==> src/rtl/rejestr_wejsc_filtr.sv <==
// PLC input image register: two-flop synchroniser, per-bit debounce filter,
// and a scan snapshot with rising/falling edge flags. All state moves on the falling clock edge.
module rejestr_wejsc_filtr #(
  parameter int N_BYTES    = 8,
  parameter int FILTER_LEN = 4
) (
  input  logic                   clk,
  input  logic                   rst_n,
  input  logic                   ce,
  input  logic                   filt_en,
  input  logic [8*N_BYTES-1:0]   in_bus,
  output logic [8*N_BYTES-1:0]   out_bus,
  output logic [8*N_BYTES-1:0]   rise_bus,
  output logic [8*N_BYTES-1:0]   fall_bus,
  output logic                   image_valid,
  output logic                   changed
);

  localparam int W  = 8 * N_BYTES;
  localparam int CW = $clog2(FILTER_LEN + 1);
  localparam logic [CW-1:0] CNT_LAST = CW'(FILTER_LEN - 1);

  logic [W-1:0]  sync1;
  logic [W-1:0]  sync2;
  logic [W-1:0]  filt;
  logic [CW-1:0] cnt [W];

  always_ff @(negedge clk or negedge rst_n) begin
    if (!rst_n) begin
      sync1 <= '0;
      sync2 <= '0;
    end else begin
      sync1 <= in_bus;
      sync2 <= sync1;
    end
  end

  // A bit is accepted only after sync2 has disagreed with filt for FILTER_LEN consecutive edges.
  always_ff @(negedge clk or negedge rst_n) begin
    if (!rst_n) begin
      filt <= '0;
      for (int i = 0; i < W; i++) begin
        cnt[i] <= '0;
      end
    end else begin
      for (int i = 0; i < W; i++) begin
        if (!filt_en) begin
          filt[i] <= sync2[i];
          cnt[i]  <= '0;
        end else if (sync2[i] == filt[i]) begin
          cnt[i] <= '0;
        end else if (cnt[i] == CNT_LAST) begin
          filt[i] <= sync2[i];
          cnt[i]  <= '0;
        end else begin
          cnt[i] <= cnt[i] + CW'(1);
        end
      end
    end
  end

  // The first snapshot after reset has no previous image to compare against, so no edges.
  always_ff @(negedge clk or negedge rst_n) begin
    if (!rst_n) begin
      out_bus     <= '0;
      rise_bus    <= '0;
      fall_bus    <= '0;
      image_valid <= 1'b0;
    end else if (ce) begin
      out_bus     <= filt;
      rise_bus    <= image_valid ? (filt & ~out_bus) : '0;
      fall_bus    <= image_valid ? (~filt & out_bus) : '0;
      image_valid <= 1'b1;
    end
  end

  assign changed = |(rise_bus | fall_bus);

endmodule

==> config.mk <==
export PLATFORM = sky130hd
export DESIGN_NAME = rejestr_wejsc_filtr
export DESIGN_NICKNAME = d
export VERILOG_FILES = /design/src/rtl/rejestr_wejsc_filtr.sv
export SDC_FILE = /design/constraint.sdc
export NUM_CORES = 1
export LEC_CHECK = 0
export ABC_AREA = 0
export CAP_MARGIN = 20
export CORE_UTILIZATION = 50
export DETAILED_ROUTE_END_ITERATION = 7
export GPL_TIMING_DRIVEN = 0
export PLACE_DENSITY = 0.87
export REMOVE_ABC_BUFFERS = 1
export SYNTH_ARGS = -nofsm -noshare
export SYNTH_HDL_FRONTEND = slang
export SYNTH_SLANG_ARGS = --single-unit
==> constraint.sdc <==
create_clock -name clk -period 1.2 [get_ports clk]
set_input_delay 0.24 -clock clk [delete_from_list [all_inputs] [get_ports clk]]
set_output_delay 0.24 -clock clk [all_outputs]
set_load 0.05 [all_outputs]
# After elaboration in Yosys (flattened, before gate mapping)
# Cells that the tools add are included.
# Widths: inputs -> output; s select.
totals:
  reg_bits: 577
  in_bits: 68
  out_inout_bits: 194
  elab_cells: 910
classes:
  n_addsub: 64
  n_eq_ne: 256
  mux: 386
  bitwise_logic: 5
  reduce_logical: 65
op_table:
  columns: ["cell", "n"]
  rows:
  - ["$mux 3", 192]
  - ["$add 3x1->3 const B", 64]
  - ["$eq 3x2->1 const B", 64]
  - ["$mux 1", 192]
  - ["$and 64x64->64", 2]
  - ["$mux 64", 2]
  - ["$ne 2x1->1 const B", 64]
  - ["$ne 2x2->1 const B", 64]
  - ["$not 64->64", 2]
  - ["$reduce_and 2->1", 64]
  - ["$eq 1x1->1", 64]
  - ["$or 64x64->64", 1]
  - ["$reduce_or 64->1", 1]

# Depth between registers and ports, before layout
depth:
  word_depth: 4
  mapped_depth: 5

==> results.cfg <==
[yosys]
largest_cells_by_area_after_synthesis = sky130_fd_sc_hd__dfrtn_1, sky130_fd_sc_hd__nand4b_1, sky130_fd_sc_hd__mux2_2
syn_inst = 1771
synth.avg_cell_area_um2 = 12.7
synth_largest_area_cell = sky130_fd_sc_hd__dfrtn_1
ys_seq_area_share_pct = 64.2
post_synth_instance_area_um2 = 22500
yosysUniqueCellTypes = 25
synth_top_cell_area_share_pct = 64.2
yosys_warnings = 0
ys_ff_latch = 577

[placement]
place_hpwl_um = 29800
dp_slack_ns = -2.31
placed_cells_incl_taps = 2565
dpl_cell_area_um2 = 25700
port_buffers = 261
gp_congestion = 0.778

[floorplan]
dieArea_um2 = 45800
chip_height_um = 214
core-area_um2 = 44300
start_util_pct = 50.7
die_x_um = 214
floorplan.io_pins = 262
floorplan.rows = 77

[global_routing]
busiest_layer = met2
global_route.overflow_total = 0
global_route.usage.total_pct = 25.6
global_route_wire_length_before_repair_um = 91600
global_route.usage.met2_pct = 43.9
grtUsageMet1_pct = 31.7
grt_antenna_before_repair = 3
grt_max_degree = 90
first_global_vias = 16600
grt_util_met3_pct = 4.98

[finish]
final_design_area_no_fill_um2 = 29900
layout-area-overhead-vs-synth_pct = 32.9
num-fill-cells = 2825
final_cell_mix = sky130_fd_sc_hd__dfrtn_1, sky130_fd_sc_hd__buf_6, sky130_fd_sc_hd__inv_1
post_route_cells_drive_above_1_share_pct = 24.6
design.final.nets = 2292
mostFrequentLayoutCell = sky130_fd_sc_hd__dfrtn_1
instances_no_fill = 2798

[sta]
worst_skew_ns = 0.0170
slew_viol_final = 0
setup_repair_after_global_routing_missed_its_margin = true
setup-tns-final_ns = -202.59
worst-slew-pin-transition_ns = 0.467
worst_slew_margin_rel_pct = 68.6
hold-worst-slack_ns = 0.0369
final_hold_viol_count = 0
setup-violations-final = 405
setup_ws_ns = -1.96

[routing]
drt_drc_violations_left = 0
postRouteWirelength_um = 59500
drt.antenna.violating_nets = 0
routed-via-count = 15500
routed_via_density = 5.55
wl_per_cell_um = 21.3
drtPass1Iterations = 5
drt_first_iter_violations = 1289

[clock_network]
cts.sink_count = 577
tritoncts = done
clock-root-buffer = sky130_fd_sc_hd__clkbuf_16
holdBufCountCts = 0
cts.clk_slew.worst_paths_ns = 0.05
worstSkewPairLatency_ns = 0.59
clock_tree.htree_level_count = 2
maximum_clock_insertion_buffer_count = 3
cts_made_buffers = 56

[pwr]
p_leak_nw = 14.3
vdd_ir_drop_max_v = 0.00142
powerDensity_nw_per_um2 = 1800

[worst_setup_path]
start_point_of_the_critical_path = rise_bus[6]
r2r_setup_slack_ns = -0.40
critPathLaunchType = flop
timing.critical_path.to_type = output pin
worst_ep_arrival_time_ns = 2.92
r2r_start = image_valid
worstReg2RegEnd = fall_bus[45]
worst-r2r-cell-count = 8
critPathRequiredTime_ns = 0.96
path_class = reg -> out
worst-path-max-fanout = 3
cp-endpoint = changed

[run]
max_cap_viol_count = 0

[outcome]
status = finished, violations left
violations = setup timing

[worst_hold_path]
min_path_type = in -> async
==> kinds of logic (layout without fill, tap and decap cells) <==
kind of cell,count (synthesis),after routing,synth area share [%]
xor+xnor,64,64,2.49
fa+ha+maj,64,64,3.56
other cells,0,1,0
compound gates,128,128,2.85
mux,128,128,6.41
simple gates,556,556,15.6
buf+inv,254,688,4.91
flops,577,577,64.2
==> power by group <==
part / internal (mW) / switching, mW
combinational: 4.50 / 6.62
sequential: 21.5 / 1.81
clock: 11.7 / 7.73
==> flip-flops by register name, indices dropped and copies added (netlist names) <==
signal,flops
sync2,64
rise_bus,64
out_bus,64
fall_bus,64
cnt,192
image_valid,1
filt,64
sync1,64
==> stage by stage <==
stage,total power [mW],utilization (%)
floorplan,28.7,-
detailed placement,32.7,58.1
global route,55.7,67.4
global placement,32.3,57.4
finish,53.8,67.4
CTS,53.6,66.6
==> synthesized netlist by cell type, drive strengths merged <==
cell type and number:
and4b 55, nand4b 128, and3 9, nor2 110, inv 183, or2 1
buf 48, o21ai 128, xor2 64, dfrtn 577, nand2b 55, clkbuf 23
nand3 55, mux2 128, nor3b 9, ha 64, nor3 9, nor4 34
nor2b 18, nand2 65, nand4 8
==> critical path: stages, from the launching register on <==
cell                      delay, ns
sky130_fd_sc_hd__dfrtn_1       0.41
sky130_fd_sc_hd__nor4_1        0.49
sky130_fd_sc_hd__nand4_1       0.31
sky130_fd_sc_hd__nor4_2        0.27
sky130_fd_sc_hd__nand2_1       0.09
sky130_fd_sc_hd__buf_6         0.17
==> worst min-delay path by stage <==
stage                         start   endpoint  slack (ns)  cells past startpoint
final                         rst_n  sync1[19]        0.04                      1
after global routing          rst_n  sync1[19]        0.07                      1
after CTS                     rst_n  sync2[19]        0.06                      1
after detailed placement  sync1[33]  sync2[33]        0.30                      0
after global placement    sync1[54]  sync2[54]        0.29                      0
after floorplan            sync1[0]   sync2[0]        0.29                      0
==> timing repair <==
| item | CTS | global route |
|---|---|---|
| resized for setup | 1428 | 20 |
| endpoints found under the setup margin | 982 | 652 |
| pin swaps | 14 | 9 |
| endpoints found under the hold margin | 0 | 0 |
| cloned | 20 | 4 |
| buffers inserted | 78 | 29 |
==> per-layer routing <==
layer,vias to the layer above,share of wire (%)
li1,6836,-
met1,7987,40
met2,563,51
met3,149,5.4
met4,4,3.7
met5,-,0.047
==> cell type report <==
class                      count  area (um^2)  share of cell area [%]
multi-input combinational    940         7160                    24.0
clock inverter                27          420                    1.41
antenna                        1         2.50                 0.00837
inverter                     183          687                    2.30
timing repair buffer         402         4800                    16.1
clock buffer                  76         1630                    5.45
sequential                   577        14400                    48.3
tap                          592          741                    2.48
Note: power is estimated with default switching activity, not from simulation.
